===== src/rtl/alu_seq_unit.sv =====
// Sequential ALU: single-cycle logic/arith, bit-serial SRL/SLL, held result.
// Define ALU_SEQ_OVERFLOW_EN to register signed overflow for ADD/SUB.
module alu_seq_unit #(
   parameter int DATA_WIDTH  = 32,
   parameter int SHAMT_WIDTH = 5
) (
   input  logic                   clk,
   input  logic                   reset,
   input  logic                   valid_i,
   output logic                   ready_o,
   input  logic [3:0]             alu_operation_i,
   input  logic [DATA_WIDTH-1:0]  a_i,
   input  logic [DATA_WIDTH-1:0]  b_i,
   input  logic [SHAMT_WIDTH-1:0] shamt_i,
   output logic                   valid_o,
   input  logic                   ready_i,
   output logic [DATA_WIDTH-1:0]  result_o,
   output logic                   zero_o,
   output logic                   illegal_o,
   output logic                   overflow_o
);

   localparam int HALF = DATA_WIDTH / 2;
   localparam logic [SHAMT_WIDTH-1:0] CNT_ONE = SHAMT_WIDTH'(1);

   typedef enum logic [1:0] {
      IDLE,
      SHIFT,
      RESP
   } state_t;

   state_t state, next_state;

   logic [DATA_WIDTH-1:0]  acc_q;
   logic [SHAMT_WIDTH-1:0] cnt_q;
   logic                   left_q;
   logic                   zero_q;
   logic                   illegal_q;

   logic op_add, op_sub, op_or, op_srl;
   logic op_sll, op_lui, op_and, op_nor;

   logic [DATA_WIDTH-1:0] sum, diff;
   logic [DATA_WIDTH-1:0] alu_res;
   logic [DATA_WIDTH-1:0] shift_nxt;
   logic                  alu_illegal;
   logic                  accept;
   logic                  is_shift;
   logic                  shift_last;

   always_comb begin
      op_add = 1'b0;
      op_sub = 1'b0;
      op_or  = 1'b0;
      op_srl = 1'b0;
      op_sll = 1'b0;
      op_lui = 1'b0;
      op_and = 1'b0;
      op_nor = 1'b0;
      case (alu_operation_i)
         4'b0000, 4'b1000, 4'b1001: op_add = 1'b1;
         4'b0001:                   op_sub = 1'b1;
         4'b0010, 4'b0011:          op_or  = 1'b1;
         4'b0100:                   op_srl = 1'b1;
         4'b0101:                   op_sll = 1'b1;
         4'b0110:                   op_lui = 1'b1;
         4'b0111, 4'b1101:          op_and = 1'b1;
         4'b1100:                   op_nor = 1'b1;
         default: ;
      endcase
   end

   assign sum  = a_i + b_i;
   assign diff = a_i - b_i;

   always_comb begin
      alu_res     = '0;
      alu_illegal = 1'b0;
      unique case (1'b1)
         op_add: alu_res = sum;
         op_sub: alu_res = diff;
         op_or:  alu_res = a_i | b_i;
         op_srl: alu_res = b_i >> shamt_i;
         op_sll: alu_res = b_i << shamt_i;
         op_lui: alu_res = {b_i[HALF-1:0], {HALF{1'b0}}};
         op_and: alu_res = a_i & b_i;
         op_nor: alu_res = ~(a_i | b_i);
         default: alu_illegal = 1'b1;
      endcase
   end

   assign accept     = valid_i && (state == IDLE);
   assign is_shift   = (op_srl || op_sll) && (shamt_i != '0);
   assign shift_last = (cnt_q == CNT_ONE);
   assign shift_nxt  = left_q ? (acc_q << 1) : (acc_q >> 1);

   always_ff @(posedge clk or negedge reset) begin
      if (!reset) begin
         state <= IDLE;
      end else begin
         state <= next_state;
      end
   end

   always_comb begin
      next_state = state;
      ready_o    = 1'b0;
      valid_o    = 1'b0;
      unique case (state)
         IDLE: begin
            ready_o = 1'b1;
            if (valid_i) begin
               next_state = is_shift ? SHIFT : RESP;
            end
         end
         SHIFT: begin
            if (shift_last) begin
               next_state = RESP;
            end
         end
         RESP: begin
            valid_o = 1'b1;
            if (ready_i) begin
               next_state = IDLE;
            end
         end
         default: next_state = IDLE;
      endcase
   end

   // acc_q doubles as shift accumulator and held result
   always_ff @(posedge clk or negedge reset) begin
      if (!reset) begin
         acc_q     <= '0;
         cnt_q     <= '0;
         left_q    <= 1'b0;
         zero_q    <= 1'b0;
         illegal_q <= 1'b0;
      end else if (accept) begin
         left_q <= op_sll;
         if (is_shift) begin
            acc_q     <= b_i;
            cnt_q     <= shamt_i;
            zero_q    <= 1'b0;
            illegal_q <= 1'b0;
         end else begin
            acc_q     <= alu_res;
            zero_q    <= (alu_res == '0);
            illegal_q <= alu_illegal;
         end
      end else if (state == SHIFT) begin
         acc_q <= shift_nxt;
         cnt_q <= cnt_q - CNT_ONE;
         if (shift_last) begin
            zero_q <= (shift_nxt == '0);
         end
      end
   end

   assign result_o  = acc_q;
   assign zero_o    = zero_q;
   assign illegal_o = illegal_q;

`ifdef ALU_SEQ_OVERFLOW_EN
   logic ovf_q;
   logic ovf_c;

   // address adds (1000/1001) never flag overflow
   always_comb begin
      ovf_c = 1'b0;
      if (alu_operation_i == 4'b0000) begin
         ovf_c = (a_i[DATA_WIDTH-1] == b_i[DATA_WIDTH-1]) &&
                 (sum[DATA_WIDTH-1] != a_i[DATA_WIDTH-1]);
      end else if (alu_operation_i == 4'b0001) begin
         ovf_c = (a_i[DATA_WIDTH-1] != b_i[DATA_WIDTH-1]) &&
                 (diff[DATA_WIDTH-1] != a_i[DATA_WIDTH-1]);
      end
   end

   always_ff @(posedge clk or negedge reset) begin
      if (!reset) begin
         ovf_q <= 1'b0;
      end else if (accept) begin
         ovf_q <= ovf_c;
      end
   end

   assign overflow_o = ovf_q;
`else
   assign overflow_o = 1'b0;
`endif

endmodule


===== config.mk =====
export PLATFORM = sky130hd
export DESIGN_NAME = alu_seq_unit
export DESIGN_NICKNAME = d
export VERILOG_FILES = /design/src/rtl/alu_seq_unit.sv
export SDC_FILE = /design/constraint.sdc
export NUM_CORES = 1
export LEC_CHECK = 0
export ABC_AREA = 1
export CAP_MARGIN = 5
export CORE_MARGIN = 2
export CORE_UTILIZATION = 35
export CTS_BUF_LIST = sky130_fd_sc_hd__clkbuf_8
export DETAILED_ROUTE_END_ITERATION = 10
export GPL_ROUTABILITY_DRIVEN = 0
export HOLD_SLACK_MARGIN = 0.05
export SYNTH_ARGS = -nofsm -noshare
export SYNTH_HDL_FRONTEND = slang
export SYNTH_SLANG_ARGS = --single-unit

===== constraint.sdc =====
create_clock -name clk -period 1.9 [get_ports clk]
set_input_delay 0.38 -clock clk [delete_from_list [all_inputs] [get_ports clk]]
set_output_delay 0.38 -clock clk [all_outputs]
set_load 0.1 [all_outputs]

; Yosys cells after proc, flatten, opt, wreduce, memory -nomap -nowiden
; Index checks and enable logic that the tools add are counted.
[totals]
reg_bits = 42
out_inout_bits = 37
[classes]
n_addsub = 3
eq_ne = 18
shift = 2
n_mux = 29
n_bitwise = 3
reduce_logical = 17
[op_table]
columns = operator, count
row1 = $pmux 32 s8, 1
row2 = $mux 32, 4
row3 = $logic_not 32->1, 2
row4 = $add 32x32->32, 1
row5 = $and 32x32->32, 1
row6 = $not 32->32, 1
row7 = $or 32x32->32, 1
row8 = $shl 32x5->32, 1
row9 = $shr 32x5->32, 1
row10 = $sub 32x32->32, 1
row11 = $eq 4x3->1 const B, 4
row12 = $eq 4x4->1 const B, 4
row13 = $mux 1, 16
row14 = $mux 5, 3
row15 = $eq 4x2->1 const B, 2
row16 = $mux 2, 4
row17 = $reduce_or 8->1, 1
row18 = $ne 2x2->1 const B, 3
row19 = $pmux 2 s3, 1
row20 = $eq 5x1->1 const B, 1
row21 = $reduce_bool 5->1, 1
row22 = $sub 5x1->5 const B, 1
row23 = $eq 4x1->1 const B, 1
row24 = $logic_not 4->1, 1
row25 = 11 further kinds, 15

; Longest topological paths before layout
; Gate-level depths: netlist (run 1).
[logic_depth]
depth_word = 7
mapped_depth = 32
depth_no_buf = 32

; Worst setup path before layout (run 1)
; Ideal clock, no wire load.
[synth_timing]
kind = input to register
from = in b_i[1]
to = reg zero_q (netlist: zero_o)
arrival_ns = 3.341
required_time_ns = 1.821
path_slack_ns = -1.519
cell_stages = 29
path_buffers = 0
cell_sequence = inv_1 > ha_1 > nand2_4 > nor2_4 > nand3_2 > nor2_2 > nand2_1 > nor3_2 > nand4_1 > o21ai_0 > o21ai_0 > xor2_1 > ha_1 > nand2_1 > nor3_1 > nand2_1 > inv_1 > nand2_1 > nand2_1 > inv_1 > nand2_1 > nand2_1 > nand3_1 > nand2_1 > nor2_1 > nand2_1 > nor2_1 > nand3_1 > a21oi_1
[synth_between]
elab_chain_cells = 6
elab_cells_between_ends = 11
[synth_rtl]
columns = element, line_no
row1 = start: declaration, 13  ; input logic [DATA_WIDTH-1:0] b_i,
row2 = "parallel branches: the longest is 2 deep, another holds $sub 32x32->32", -
row3 = $pmux 32 s8 (*), 79  ; unique case (1'b1)
row4 = $logic_not 32->1 (*), 148  ; zero_q <= (alu_res == '0);
row5 = $mux 1 (*), 141  ; if (is_shift) begin
row6 = $mux 1 (*), 139  ; end else if (accept) begin
row7 = end signal: assignment, 148
row8 = end signal: assignment, 155  ; zero_q <= (shift_nxt == '0);
row9 = end: declaration, 37  ; logic zero_q;
; Every way passes the cells marked *.
; A chain may end at the register's enable or synchronous reset.

; Worst setup path in the final report (run 1)
[layout_timing]
from = in b_i[4]
to = reg zero_q (netlist: zero_o)
; Same word-level chain as after synthesis.

==> summary.md, run 1 <==
| Metric | Value |
|---|---|
| Buffer type at the clock tree root | `clkbuf_8` |
| XOR/XNOR Fraction of Synth Area | `2.609%` |
| Die ar. | `31130 um2` |
| Count of distinct cell types in the synthesized netlist | `52` |
| Maximum resistive drop on vdd | `0.5304 mV` |
| Dominant combinational cell family by area after synthesis | `simple AND/OR/NAND/NOR gates` |
| Average wire per cell in the routed design | `19.83 um` |
| Starting Density | `35.30%` |
| WS Path Type | `primary input to register` |
| Post-synth top area share | `22.18%` |
| Critical path peak fanout | `4` |
| Biggest area contributors in the synthesized netlist | `nand2_1 (22%), nand3_1 (21%), dfrtp_1 (10%), nor2_1 (8.5%), inv_1 (8.1%)` |
| Kind of start point of the critical path | `primary input` |
| Switching power | `7577 uW` |
| Post-synthesis area per instance | `5.152 um2` |
| Router iterations before antenna repair | `6` |
| Antenna violations before repair | `0` |
| Commonest cells after routing, fill and taps aside | `nand2_1 (483), buf_4 (410), nand3_1 (385), inv_1 (187), nor2_1 (164)` |
| Compound-cell area share of the yosys netlist | `12.11%` |
| Clock Skews | `6.286 ps` |
| Die Wd | `176.4 um` |
| CP max stage delay | `380 ps` |
| Clock transition at the register clock pins on the worst setup and hold paths after CTS | `90 ps` |
| Required time at the endpoint of the critical path | `2150 ps` |
| Vias in the first global route | `15.26k` |
| Detailed-route via count | `16.84k` |
| Yosys warnings | `0` |
| Row count | `63` |
| Critical Path Source | `b_i[4]` |
| DRT iter0 DRCs | `2373` |
| Violated checks | `setup timing` |
| Tot GR Track Use | `34.32%` |
| Number of buffers inserted by port buffering | `112` |
| Max cap viols | `0` |
| Final setup violating endpoints | `33` |
| Cell with the largest stage delay on the worst path | `ha_1` |
| Sort of element at the end of the critical path | `register` |
| Detailed placer's ending HPWL | `44140 um` |
| Cell area after technology mapping | `10410 um2` |
| Die Height | `176.4 um` |
| Adder-cell share of the synthesized area | `4.521%` |
| Post-layout nets | `2639` |
| Slew headroom | `63.12%` |
| Transition at the pin with the smallest max-transition slack | `553.1 ps` |
| Post-Place Cell Area | `15490 um2` |
| Final non-filler cell total | `2916` |
| Flip-flop cell with the highest count after synthesis | `dfrtp_1` |
| Number of I/O pins | `114` |
| Post-synth EDFFs | `0` |
| Gate family responsible for the most delay along the worst path | `simple AND/OR/NAND/NOR gates` |
| Maximum number of pins on one net before global-route repair | `43` |
| Number of max-slew violations in the final report | `0` |
| Sequential cell area fraction in the yosys report | `10.10%` |
| Clock tree from TritonCTS | `built` |
| Combinational share of power | `80.1%` |
| Congestion Overflow GR | `0` |
| Final instance area | `17950 um2` |
| P&R area growth vs syn | `72.53%` |
| Beginning of the worst register-to-register path | `left_q` |
| Clock Sink Count | `42` |
| Average vias per placed instance | `5.774` |
| Post-route setup slack | `-1829 ps` |
| Pwr/cell area | `757.8 nW/um2` |
| Cells after DPL | `2839` |
| Antenna diode count | `0` |
| FFs w/ async S/R, synth | `100.0%` |
| Final Cycle Share | `196.3%` |
| Type of the worst min-delay path | `primary input to async pin` |
| Bufs on Longest Clock Path | `2` |
| Maximum frequency from static timing analysis | `0.2682 GHz` |
| Source-to-sink clock delay at the later pin of the worst-skew pair | `310 ps` |
| Tmin final | `3729 ps` |
| Arrival @ worst endpoint | `3980 ps` |
| Post-Syn Nets | `2134` |
| First-pass GRT wire length | `82940 um` |
| Crit path top cell by count | `nand2_2` |
| Number of storage elements in the synthesis netlist | `42` |
| Number of instances in the synthesized netlist | `2020` |
| Final hold violation count | `0` |
| Total leakage power | `0.008985 uW` |
| Portion of total power attributed to the clock network | `6.7%` |
| TritonCTS Buffers | `5` |
| Aggregate negative setup slack | `-40190 ps` |
| Status | `finished, violations left` |
| Net switching share of the total power | `55.70%` |
| Post-Synth Simple-Gate Area | `57.36%` |
| Most frequent standard cell in the layout excluding fill and tap cells | `nand2_1` |
| Multiplexer share of the synthesized area | `0.2886%` |
| Yosys top cell by area | `nand2_1` |
| RSZ-0062 raised after global routing | `true` |
| Number of inserted filler cells in the final layout | `2607` |
| Number of nets still failing antenna checks after routing | `0` |
| Cell internal pwr | `6027 uW` |
| Minimum setup slack after placement | `-2501 ps` |
| Drt total wl | `57840 um` |
| Count of unresolved DRC violations after routing | `0` |
| Fraction of final layout cells with drive strength greater than 1 | `37.05%` |
| Core box area | `29480 um2` |
| Reg power frac | `13.2%` |
| Crit path buffers/inverters | `5` |
| Count of H-tree levels built during CTS | `2` |
==> Yosys cell counts (all sizes together), types with 15 or more instances <==
cell     number
o221ai       15
o2111ai      16
buf          55
nand3       431
inv         233
ha           36
clkbuf       36
o22ai        15
dfrtp        42
nand4        31
nor3         20
xor2         30
nor2        244
nand2       624
a21oi        44
o21ai        87
==> power by group through the flow <==
stage / combinational, uW / sequential, uW / clock [uW]
final: 10900 / 1800 / 911
after floorplan: 3410 / 3850 / 0
after global routing: 11400 / 1840 / 943
after global placement: 9440 / 1790 / 0
after detailed placement: 9540 / 1800 / 0
after CTS: 10100 / 1790 / 909
==> worst reg2reg max path, cell delays in order, from the launching register on <==
cell	delay (ps)
dfrtp_1	410
inv_1	90
buf_12	160
o21ai_0	260
nand4_1	190
nor4_1	320
buf_4	160
a31oi_1	100
a21oi_1	150
==> logic make-up after synthesis <==
family	count (synthesis)
simple gates	1375
buf+inv	324
compound gates	207
flops	42
fa+ha+maj	37
xor+xnor	31
mux	3
other cells	1
==> per-stage QoR <==
step                      utilization, %  power [uW]  hold WS (ps)
after floorplan                        -        7262         84.41
after global placement             52.56       11230         493.5
final                              60.90       13600         130.5
after CTS                          57.33       12790         152.5
after detailed placement           52.56       11340         494.1
after global routing               60.90       14220         166.4
==> state kept, by name (all words and copies together), names as in the netlist <==
| signal | cells |
|---|---|
| left_q | 1 |
| cnt_q | 5 |
| result_o | 32 |
| zero_o | 1 |
| state | 2 |
| illegal_o | 1 |
==> path summary, 6_finish.rpt <==
path                           endpoint  slack, ps  cells after the start
max                              zero_o      -1830                     28
min                            cnt_q[1]        130                      2
max reg2reg                      zero_o          0                      8
min reg2reg                    cnt_q[2]        580                      2
max in group asynchronous  result_o[28]       1380                      2
min in group clk            result_o[2]        560                      4
==> per-layer routing <==
metal | share of wire, % | GRT usage (%) | wire [um]
met5 | 0 | 0 | 0
met4 | 9.3 | 23.48 | 5361
met3 | 11 | 6.094 | 6569
met2 | 42 | 52.92 | 24330
met1 | 37 | 43.53 | 21580
==> timing repair <==
| item | in CTS | in global routing |
|---|---|---|
| hold buffers | 0 | 0 |
| pin swaps | 153 | 137 |
| setup endpoints to repair | 39 | 37 |
| endpoints found under the hold margin | 0 | 0 |
| cloned | 1 | 1 |
| resized for setup | 315 | 213 |
| buffers inserted | 45 | 29 |
==> cell type report <==
| class | count | area (um2) | share of cell area [%] |
|---|---|---|---|
| clock buffers | 6 | 82.58 | 0.4600 |
| clock inverters | 2 | 60.06 | 0.3345 |
| flip-flops and latches | 42 | 1051 | 5.854 |
| repair buffers | 588 | 5465 | 30.44 |
| inverters | 233 | 904.6 | 5.039 |
| multi-input cells | 1655 | 9902 | 55.15 |
| well taps | 390 | 488.0 | 2.718 |
No activity file was read; power rests on OpenSTA's default activity.
==> inputs of run 2 (changes only) <==
MAX_ROUTING_LAYER = met4   (was default)
==> run 2 against run 1 <==
Compared with the run above: the run still ends with setup timing left; clock skew about the same; critical path depth increased by 2; critical path type unchanged; cell area is 1.1% higher; sequential power hardly changed; die area did not move; largest power group unchanged; sequential share of layout area fell by 0.063 points; via count rose by 0.52%; maximum frequency decreased by 1.3%; power increased by 0.90%.
==> summary.md, run 2 (synthesis results as in run 1) <==
| Metric | Value |
|---|---|
| Status | `finished, violations left` |
| Violated checks | `setup timing` |
| Post-route setup slack | `-1879 ps` |
| Fraction of final layout cells with drive strength greater than 1 | `38.01%` |
| Number of buffers inserted by port buffering | `112` |
| Cts hold-fix bufs | `0` |
| Max cap viols | `0` |
| Vias in the first global route | `15.22k` |
| Minimum setup slack after placement | `-2501 ps` |
| Number of flip-flops in the largest register | `32` |
| Tot GR Track Use | `35.29%` |
| Total leakage power | `0.009041 uW` |
| RSZ-0062 raised after global routing | `true` |
| Buffer type at the clock tree root | `clkbuf_8` |
| Arrival @ worst endpoint | `4030 ps` |
| Antenna diode count | `0` |
| Die Height | `176.4 um` |
| First-pass GRT wire length | `83080 um` |
| Transition at the pin with the smallest max-transition slack | `558.3 ps` |
| Count of H-tree levels built during CTS | `2` |
| Final hold violation count | `0` |
| P&R area growth vs syn | `74.39%` |
| Maximum resistive drop on vdd | `0.5320 mV` |
| Detailed-route via count | `16.93k` |
| Clock Sink Count | `42` |
| Final setup violating endpoints | `33` |
| Kind of start point of the critical path | `primary input` |
| TritonCTS Buffers | `5` |
| Crit path top cell by count | `nand2_2` |
| Tmin final | `3779 ps` |
| Clock tree from TritonCTS | `built` |
| Congestion Overflow GR | `0` |
| Critical path peak fanout | `4` |
| Type of the worst min-delay path | `primary input to async pin` |
| CP max stage delay | `370 ps` |
| Count of unresolved DRC violations after routing | `0` |
| Pwr/cell area | `756.4 nW/um2` |
| Overall power | `13730 uW` |
| Source-to-sink clock delay at the later pin of the worst-skew pair | `320 ps` |
| WS Path Type | `primary input to register` |
| Most frequent standard cell in the layout excluding fill and tap cells | `nand2_1` |
| Average wire per cell in the routed design | `19.86 um` |
| Router iterations before antenna repair | `9` |
| Starting Density | `35.30%` |
| Clock transition at the register clock pins on the worst setup and hold paths after CTS | `90 ps` |
| DRT iter0 DRCs | `2499` |
| Commonest cells after routing, fill and taps aside | `nand2_1 (471), buf_4 (405), nand3_1 (385), inv_1 (183), nor2_1 (163)` |
| Maximum number of pins on one net before global-route repair | `43` |
| Drt total wl | `58010 um` |
| Antenna violations before repair | `0` |
| Row count | `63` |
| Number of max-slew violations in the final report | `0` |
| Bufs on Longest Clock Path | `2` |
| Slew headroom | `62.78%` |
| Die Wd | `176.4 um` |
| Final Cycle Share | `198.9%` |
| Sort of element at the end of the critical path | `register` |
| Number of I/O pins | `114` |
| Die ar. | `31130 um2` |
| Required time at the endpoint of the critical path | `2150 ps` |
| Core box area | `29480 um2` |
| Average vias per placed instance | `5.794` |
| Detailed placer's ending HPWL | `44140 um` |
| Clock Skews | `6.523 ps` |
| Post-layout nets | `2644` |
| Number of nets still failing antenna checks after routing | `0` |
| Cell with the largest stage delay on the worst path | `ha_1` |
| Maximum frequency from static timing analysis | `0.2646 GHz` |
==> run 2: cell types whose count changed in the layout (fill, tap and decap cells not counted), sizes merged <==
| cell | delta |
|---|---|
| inv | -1 |
| buf | +5 |
| clkinvlp | +1 |
==> run 2: timing repair <==
| item | 4_1_cts | 5_1_grt |
|---|---|---|
| buffers inserted | 45 | 35 |
| setup endpoints to repair | 39 | 37 |
| gates resized for setup | 315 | 258 |
| hold endpoints to repair | 0 | 0 |
| pin swaps | 153 | 157 |
| cloned | 1 | 1 |
==> run 2: routing by layer <==
metal	global-route usage [%]	up-vias	wire (um)
met5	-	-	0
met3	5.642	315	7071
met4	22.80	0	5163
li1	-	7702	-
met2	53.28	1230	24600
met1	43.68	7678	21170
==> run 2: stage by stage <==
stage	hold slack (ps)	TNS, ps	cell area (um2)	instances	util [%]
CTS	152.5	-36540	16900	2891	57.33
floorplan	84.41	-28240	10740	2020	-
global route	162.3	-45270	18150	2921	61.56
global placement	493.5	-67400	15490	2839	52.56
finish	120.9	-40420	18150	2921	61.56
detailed placement	494.1	-69670	15490	2839	52.56
==> run 2: where the power goes <==
group	leakage, uW	internal [uW]	total [uW]	switching (uW)
sequential	0.000534	1280	1790	515
clock	0.0000714	561	917	356
combinational	0.00844	4250	11000	6760
==> run 2: area by class of cell <==
cell class,count,area [um2]
sequential,42,1051
clock inverter,2,60.06
tap,390,488.0
fill,2569,11330
clock buffer,6,82.58
multi-input combinational,1655,9998
inverter,233,918.4
timing repair buffer,593,5549
==> run 2: path summary, 6_finish.rpt <==
path / start / end / slack, ps / depth (start not counted)
worst max-delay path: b_i[0] / zero_o / -1880 / 30
worst min-delay path: reset / cnt_q[0] / 120 / 2
worst max register to register: left_q / zero_o / -40 / 8
worst min register to register: illegal_o / illegal_o / 580 / 2
max in group asynchronous: reset / result_o[29] / 1390 / 2
min in group clk: b_i[2] / result_o[2] / 550 / 4
==> run 2: critical path: cells and delay by family <==
kind | cells | cell delay, ps
fa+ha+maj | 2 | 520
simple gates | 21 | 2330
xor+xnor | 1 | 140
buf+inv | 4 | 460
compound gates | 2 | 180
